File: src/rtl/custom_xif_ctrl.sv
// Issue/commit/result controller for a serial population-count coprocessor on the
// cv32e40x eXtension interface; one offloaded instruction in flight at a time.

package custom_instr_pkg;
    localparam logic [6:0] OPCODE_CNTB = 7'b0001011;
endpackage

module custom_xif_ctrl
    import custom_instr_pkg::*;
#(
    parameter int CHUNK_W = 8,
    parameter int ID_W    = 4
) (
    input  logic            clk_i,
    input  logic            rst_ni,
    input  logic            issue_valid_i,
    output logic            issue_ready_o,
    input  logic [ID_W-1:0] issue_id_i,
    input  logic [6:0]      issue_opcode_i,
    input  logic [4:0]      issue_rd_i,
    input  logic [31:0]     issue_rs1_i,
    input  logic [31:0]     issue_rs2_i,
    output logic            issue_accept_o,
    output logic            issue_writeback_o,
    input  logic            commit_valid_i,
    input  logic [ID_W-1:0] commit_id_i,
    input  logic            commit_kill_i,
    output logic            result_valid_o,
    input  logic            result_ready_i,
    output logic [ID_W-1:0] result_id_o,
    output logic [4:0]      result_rd_o,
    output logic [31:0]     result_data_o,
    output logic            busy_o
);

    localparam int N = 32 / CHUNK_W;

    typedef enum logic [1:0] {IDLE, BUSY, WAIT_COMMIT, RESULT} state_e;

    state_e          state_q, state_d;
    logic [ID_W-1:0] id_q, id_d;
    logic [4:0]      rd_q, rd_d;
    logic [31:0]     shift_q, shift_d;
    logic [5:0]      cnt_q, cnt_d;
    logic [5:0]      chunk_q, chunk_d;
    logic            committed_q, committed_d;

    logic [5:0]      chunk_pc;
    logic            commit_hit;
    logic            last_chunk;
    logic            rs2_unused;

    assign rs2_unused = ^issue_rs2_i;

    always_comb begin
        chunk_pc = '0;
        for (int i = 0; i < CHUNK_W; i++) begin
            chunk_pc = chunk_pc + {5'b0, shift_q[i]};
        end
    end

    assign commit_hit = commit_valid_i && (commit_id_i == id_q);
    assign last_chunk = (chunk_q == 6'(N - 1));

    always_ff @(posedge clk_i or negedge rst_ni) begin
        if (!rst_ni) begin
            state_q     <= IDLE;
            id_q        <= '0;
            rd_q        <= '0;
            shift_q     <= '0;
            cnt_q       <= '0;
            chunk_q     <= '0;
            committed_q <= 1'b0;
        end else begin
            state_q     <= state_d;
            id_q        <= id_d;
            rd_q        <= rd_d;
            shift_q     <= shift_d;
            cnt_q       <= cnt_d;
            chunk_q     <= chunk_d;
            committed_q <= committed_d;
        end
    end

    always_comb begin
        state_d        = state_q;
        id_d           = id_q;
        rd_d           = rd_q;
        shift_d        = shift_q;
        cnt_d          = cnt_q;
        chunk_d        = chunk_q;
        committed_d    = committed_q;
        issue_accept_o = 1'b0;

        case (state_q)
            IDLE: begin
                if (issue_valid_i && issue_opcode_i == OPCODE_CNTB) begin
                    issue_accept_o = 1'b1;
                    id_d           = issue_id_i;
                    rd_d           = issue_rd_i;
                    shift_d        = issue_rs1_i;
                    cnt_d          = '0;
                    chunk_d        = '0;
                    committed_d    = 1'b0;
                    state_d        = BUSY;
                end
            end
            BUSY: begin
                // A kill aborts even on the final chunk.
                if (commit_hit && commit_kill_i) begin
                    state_d = IDLE;
                end else begin
                    cnt_d   = cnt_q + chunk_pc;
                    shift_d = shift_q >> CHUNK_W;
                    chunk_d = chunk_q + 6'd1;
                    if (commit_hit) committed_d = 1'b1;
                    if (last_chunk) begin
                        state_d = (committed_q || commit_hit) ? RESULT : WAIT_COMMIT;
                    end
                end
            end
            WAIT_COMMIT: begin
                if (commit_hit) begin
                    if (commit_kill_i) begin
                        state_d = IDLE;
                    end else begin
                        committed_d = 1'b1;
                        state_d     = RESULT;
                    end
                end
            end
            RESULT: begin
                if (result_ready_i) state_d = IDLE;
            end
            default: state_d = IDLE;
        endcase
    end

    assign issue_ready_o     = (state_q == IDLE);
    assign issue_writeback_o = issue_accept_o;
    assign result_valid_o    = (state_q == RESULT);
    assign result_id_o       = id_q;
    assign result_rd_o       = rd_q;
    assign result_data_o     = {26'b0, cnt_q};
    assign busy_o            = (state_q != IDLE);

endmodule

File: config.mk
export PLATFORM = sky130hd
export DESIGN_NAME = custom_xif_ctrl
export DESIGN_NICKNAME = d
export VERILOG_FILES = /design/src/rtl/custom_xif_ctrl.sv
export SDC_FILE = /design/constraint.sdc
export NUM_CORES = 1
export LEC_CHECK = 0
export ABC_AREA = 1
export CAP_MARGIN = 20
export CORE_MARGIN = 4
export CORE_UTILIZATION = 44
export DETAILED_ROUTE_END_ITERATION = 10
export GPL_TIMING_DRIVEN = 0
export HOLD_SLACK_MARGIN = 0.06
export PLACE_DENSITY = 0.84
export SLEW_MARGIN = 15
export SYNTH_ARGS = -nofsm -noshare
export SYNTH_HDL_FRONTEND = slang
export SYNTH_SLANG_ARGS = --single-unit
File: constraint.sdc
create_clock -name clk_i -period 4.5 [get_ports clk_i]
set_input_delay 0.675 -clock clk_i [delete_from_list [all_inputs] [get_ports clk_i]]
set_output_delay 0.675 -clock clk_i [all_outputs]
set_load 0.02 [all_outputs]
; Word level (Yosys, flattened, before mapping)
; Cells that the tools add are included.
[word_totals]
output_inout_bits = 46
reg_bits = 56
[op_classes]
add_sub_neg = 9
muxes = 24
n_reduce_logical = 12
n_eq_ne = 13
[ops]
columns = op, count
row1 = $mux 32, 2
row2 = $pmux 32 s2, 1
row3 = $pmux 6 s2, 2
row4 = $mux 6, 3
row5 = $add 6x1->6, 2
row6 = $mux 2, 6
row7 = $mux 1, 8
row8 = $ne 2x2->1 const B, 4
row9 = $pmux 2 s4, 1
row10 = $eq 7x4->1 const B, 1
row11 = $add 5x1->6, 1
row12 = $add 6x1->6 const B, 1
row13 = $add 6x6->6, 1
row14 = $eq 6x2->1 const B, 1
row15 = $reduce_and 6->1, 1
row16 = $add 4x1->5, 1
row17 = $add 3x1->4, 1
row18 = $eq 2x2->1 const B, 2
row19 = $eq 4x4->1, 1
row20 = $ne 2x1->1 const B, 2
row21 = $reduce_and 4->1, 1
row22 = $reduce_bool 2->1, 2
row23 = $add 2x1->3, 1
row24 = $logic_and 1x1->1, 3
row25 = other kinds (9), 9

; Longest topological paths before layout
[depth]
ltp_word = 10
ltp_mapped = 12
ltp_nobuf = 12

; Worst setup path before layout
; OpenSTA, ideal clock, no wires.
[synth_path]
path_type = register to register
startpoint = register shift_q[0]
endpoint = register cnt_q[4]
setup_time_ps = 76
path_slack_ps = 1277
path_buffers = 0
arrival_time_ps = 3147
stages_incl_launch_ff = 11
path_cell_list = dfrtp_1 > fa_1 > inv_1 > fa_1 > fa_1 > fa_1 > fa_1 > o21ai_0 > a21oi_1 > xor2_1 > o21ai_1
[synth_via]
elab_chain_cells = 10
[synth_lines]
columns = item, line_no
row1 = start: declaration, 43  ; logic [31:0] shift_q, shift_d;
row2 = start signal: assignment, 78  ; shift_q <= shift_d;
row3 = $add 1x1->2, 58  ; chunk_pc = chunk_pc + {5'b0, shift_q[i]};
row4 = $add 2x1->3, 58
row5 = $add 3x1->4, 58
row6 = $add 4x1->5, 58
row7 = $add 5x1->6, 58
row8 = $add 6x1->6 (2 in a row), 58
row9 = $add 6x6->6, 113  ; cnt_d = cnt_q + chunk_pc;
row10 = $mux 6, 110  ; if (commit_hit && commit_kill_i) begin
row11 = $pmux 6 s2, 95  ; case (state_q)
row12 = end signal: assignment, 79  ; cnt_q <= cnt_d;
row13 = end: declaration, 44  ; logic [5:0] cnt_q, cnt_d;
; No other way between the ends. The select of a mux whose other input is x is not followed.
; A chain may end at the register's enable or synchronous reset.

; Worst setup path in the final report
; Same ends and word-level chain as after synthesis.

==> summary.md <==
| Metric | Value |
|---|---|
| Power Total | `2.58 mW` |
| Avg Inst Size Synth | `7.49 um2` |
| Synth Area in Simple Gates | `29.5%` |
| Vias | `2928` |
| Antenna fix cells | `0` |
| Antenna violations before repair | `0` |
| Dominant cell type by area after synthesis | `dfrtp_1` |
| Chip height | `95.3 um` |
| Hold-fix buffers, CTS | `0` |
| Mapped Cells | `448` |
| Cell area after synthesis | `3360 um2` |
| Yosys reg bits | `56` |
| Sequential area share after synthesis | `41.7%` |
| Num rows | `31` |
| Antenna viol nets, final | `0` |
| Port bufs | `77` |
| Required time of the critical path | `4.74 ns` |
| TritonCTS buffer count | `5` |
| Final WL | `7200 um` |
| Maximum root-to-sink buffer count | `2` |
| Crit path kind | `register to register` |
| Most frequent cell after synthesis | `nand2_1` |
| Final-layout fill cell count | `645` |
| Primary FF master, synth | `dfrtp_1` |
| Vias per cell | `4.46` |
| Final Cycle Share | `75.5%` |
| DRT iter0 DRCs | `215` |
| Area of the die | `9090 um2` |
| Max-cap check violation count | `0` |
| Crit path time final | `3.40 ns` |
| PD cells | `582 nW/um2` |
| Final Wtd Congestion | `0.821` |
| YS warnings | `0` |
| RSZ-0062 raised after global routing | `false` |
| Compound-Gate Fraction of Synth Area | `6.30%` |
| Area of the multi-input gates | `1600 um2` |
| Skew-Pair Late Insertion Delay | `0.31 ns` |
| Most instantiated cells after synthesis | `212 x nand2_1, 56 x dfrtp_1, 38 x inv_1` |
| Worst-margin pin slew | `0.709 ns` |
| Hold Crit Class | `primary input to asynchronous set/reset pin` |
| Synth area leaders | `dfrtp_1 42%, nand2_1 24%, buf_4 6.9%` |
| Post-synthesis mux area share | `0%` |
| Max IR drop VDD | `0.253 mV` |
| CTS tree | `built` |
| Post-CTS Setup Repair Bufs | `0` |
| Post-synth EDFFs | `0` |
| P&R area growth vs syn | `31.8%` |
| Largest family of logic cells by synthesized area | `simple AND/OR/NAND/NOR gates` |
| Ys async rst share | `100%` |
| Worst Reg-to-Reg Cells | `10` |
| Starting Density | `45.8%` |
| Cell area after layout | `4420 um2` |
| # nets final | `663` |
| Largest net degree at the start of global routing | `57` |
| Yosys top cell area share | `41.7%` |
| Final Max Tran Viols | `0` |
| All-layer global routing usage | `16.5%` |
| Vias in the first global route | `2734` |
| XOR/XNOR Fraction of Synth Area | `1.83%` |
| Clock root buffer | `clkbuf_8` |
| Reg area | `1400 um2` |
| GR Overflow Total | `0` |
| I/O pins | `136` |
| Final hold vios | `0` |
| Clock Skew | `0.00994 ns` |
| Remaining routing DRC violations | `0` |
| Leak | `2.35 nW` |
| Adder-Cell Fraction of Synth Area | `7.08%` |
| Core ar. | `7330 um2` |
| Endpoints failing setup | `0` |
| Crit path DAT | `3.63 ns` |
| Drt first pass iters | `4` |
| TNS Setup | `0 ns` |
| HPWL Detailed | `5690 um` |
| # H-tree levels | `2` |
| Nature of the critical path startpoint | `register` |
| Number of clock sinks seen by CTS | `56` |
| Crit path capture type | `register` |
| Share of post-route cells with drive strength above 1 | `10.4%` |
| WL/cell | `11.0 um` |
| Headroom to the max-slew limit | `52.7%` |
| Gates resized, CTS repair | `0` |
| Global-route wire length before repair | `12000 um` |
| Post-synthesis cell type count | `30` |
| Maximum fanout along the worst path | `2` |
| Die boundary width | `95.3 um` |
| Reg clk slew, reported paths | `0.10 ns` |
| F_max | `294 MHz` |
| Status | `finished clean` |
| Dpl cell area | `4340 um2` |
[worst max-delay path, cell delays in order, from the launching register on]
cell	delay, ns
dfrtp_1	0.42
fa_1	0.53
inv_1	0.05
fa_1	0.51
fa_1	0.43
fa_1	0.42
fa_1	0.42
o21ai_0	0.18
a21oi_1	0.10
xor2_1	0.14
o21ai_1	0.13
[final timing paths]
| kind | endpoint | slack (ns) | start |
|---|---|---|---|
| worst max-delay path | cnt_q[4] | 1.10 | shift_q[0] |
| worst min-delay path | cnt_q[1] | 0.40 | rst_ni |
| worst max register to register | cnt_q[4] | 1.10 | shift_q[0] |
| worst min register to register | result_rd_o[3] | 0.48 | result_rd_o[3] |
| max in group asynchronous | shift_q[22] | 3.62 | rst_ni |
| min in group clk_i | result_rd_o[3] | 0.48 | result_rd_o[3] |
[power by group]
group / internal (mW) / switching, mW
combinational: 0.612 / 0.901
sequential: 0.689 / 0.102
clock: 0.109 / 0.163
[area by class of cell]
class / instances / area share (%)
clock buffer: 6 / 1.64
sequential: 56 / 31.7
buffer: 41 / 6.67
timing repair buffer: 77 / 17.4
clock inverter: 1 / 0.198
tap: 99 / 2.80
inverter: 41 / 3.54
multi-input combinational: 335 / 36.1
[cells by family after synthesis]
family | Yosys count
compound gates | 36
flops | 56
other cells | 1
fa+ha+maj | 16
simple gates | 250
buf+inv | 82
xor+xnor | 7
[sequential cells by signal (all words and copies together) (netlist names)]
register,flops
result_rd_o,5
shift_q,32
committed_q,1
state_q,2
result_id_o,4
cnt_q,6
chunk_q,6
[stage by stage]
stage	utilization, %	cells	worst slack, ns	hold WS, ns
after floorplan	-	473	1.28	0.379
after global placement	59.3	649	1.00	0.452
after detailed placement	59.2	649	1.12	0.458
after CTS	60.4	656	1.08	0.442
after global routing	60.4	656	0.922	0.474
final	60.4	656	1.10	0.399
[layout by cell type (no fill, tap or decap), types with 3 or more instances in the layout]
cell type	n
a21oi_1	4
buf_4	32
buf_6	3
clkbuf_1	6
clkbuf_8	5
clkdlybuf4s50_1	76
conb_1	26
dfrtp_1	56
fa_1	5
ha_1	11
inv_1	38
nand2_1	212
nand3_1	8
nand4_1	4
nor2_1	16
nor3_1	3
o21ai_0	19
o21ai_1	4
o21ai_2	8
xor2_1	6
[routing by layer]
| layer | global-route usage, % | up-vias | routed length, um |
|---|---|---|---|
| met3 | 4.26 | 11 | 527 |
| met5 | 0 | - | 0 |
| met4 | 3.97 | 0 | 95 |
| met1 | 20.3 | 1306 | 3100 |
| li1 | - | 1528 | - |
| met2 | 29.0 | 83 | 3480 |
(Power assumes the default switching activity.)
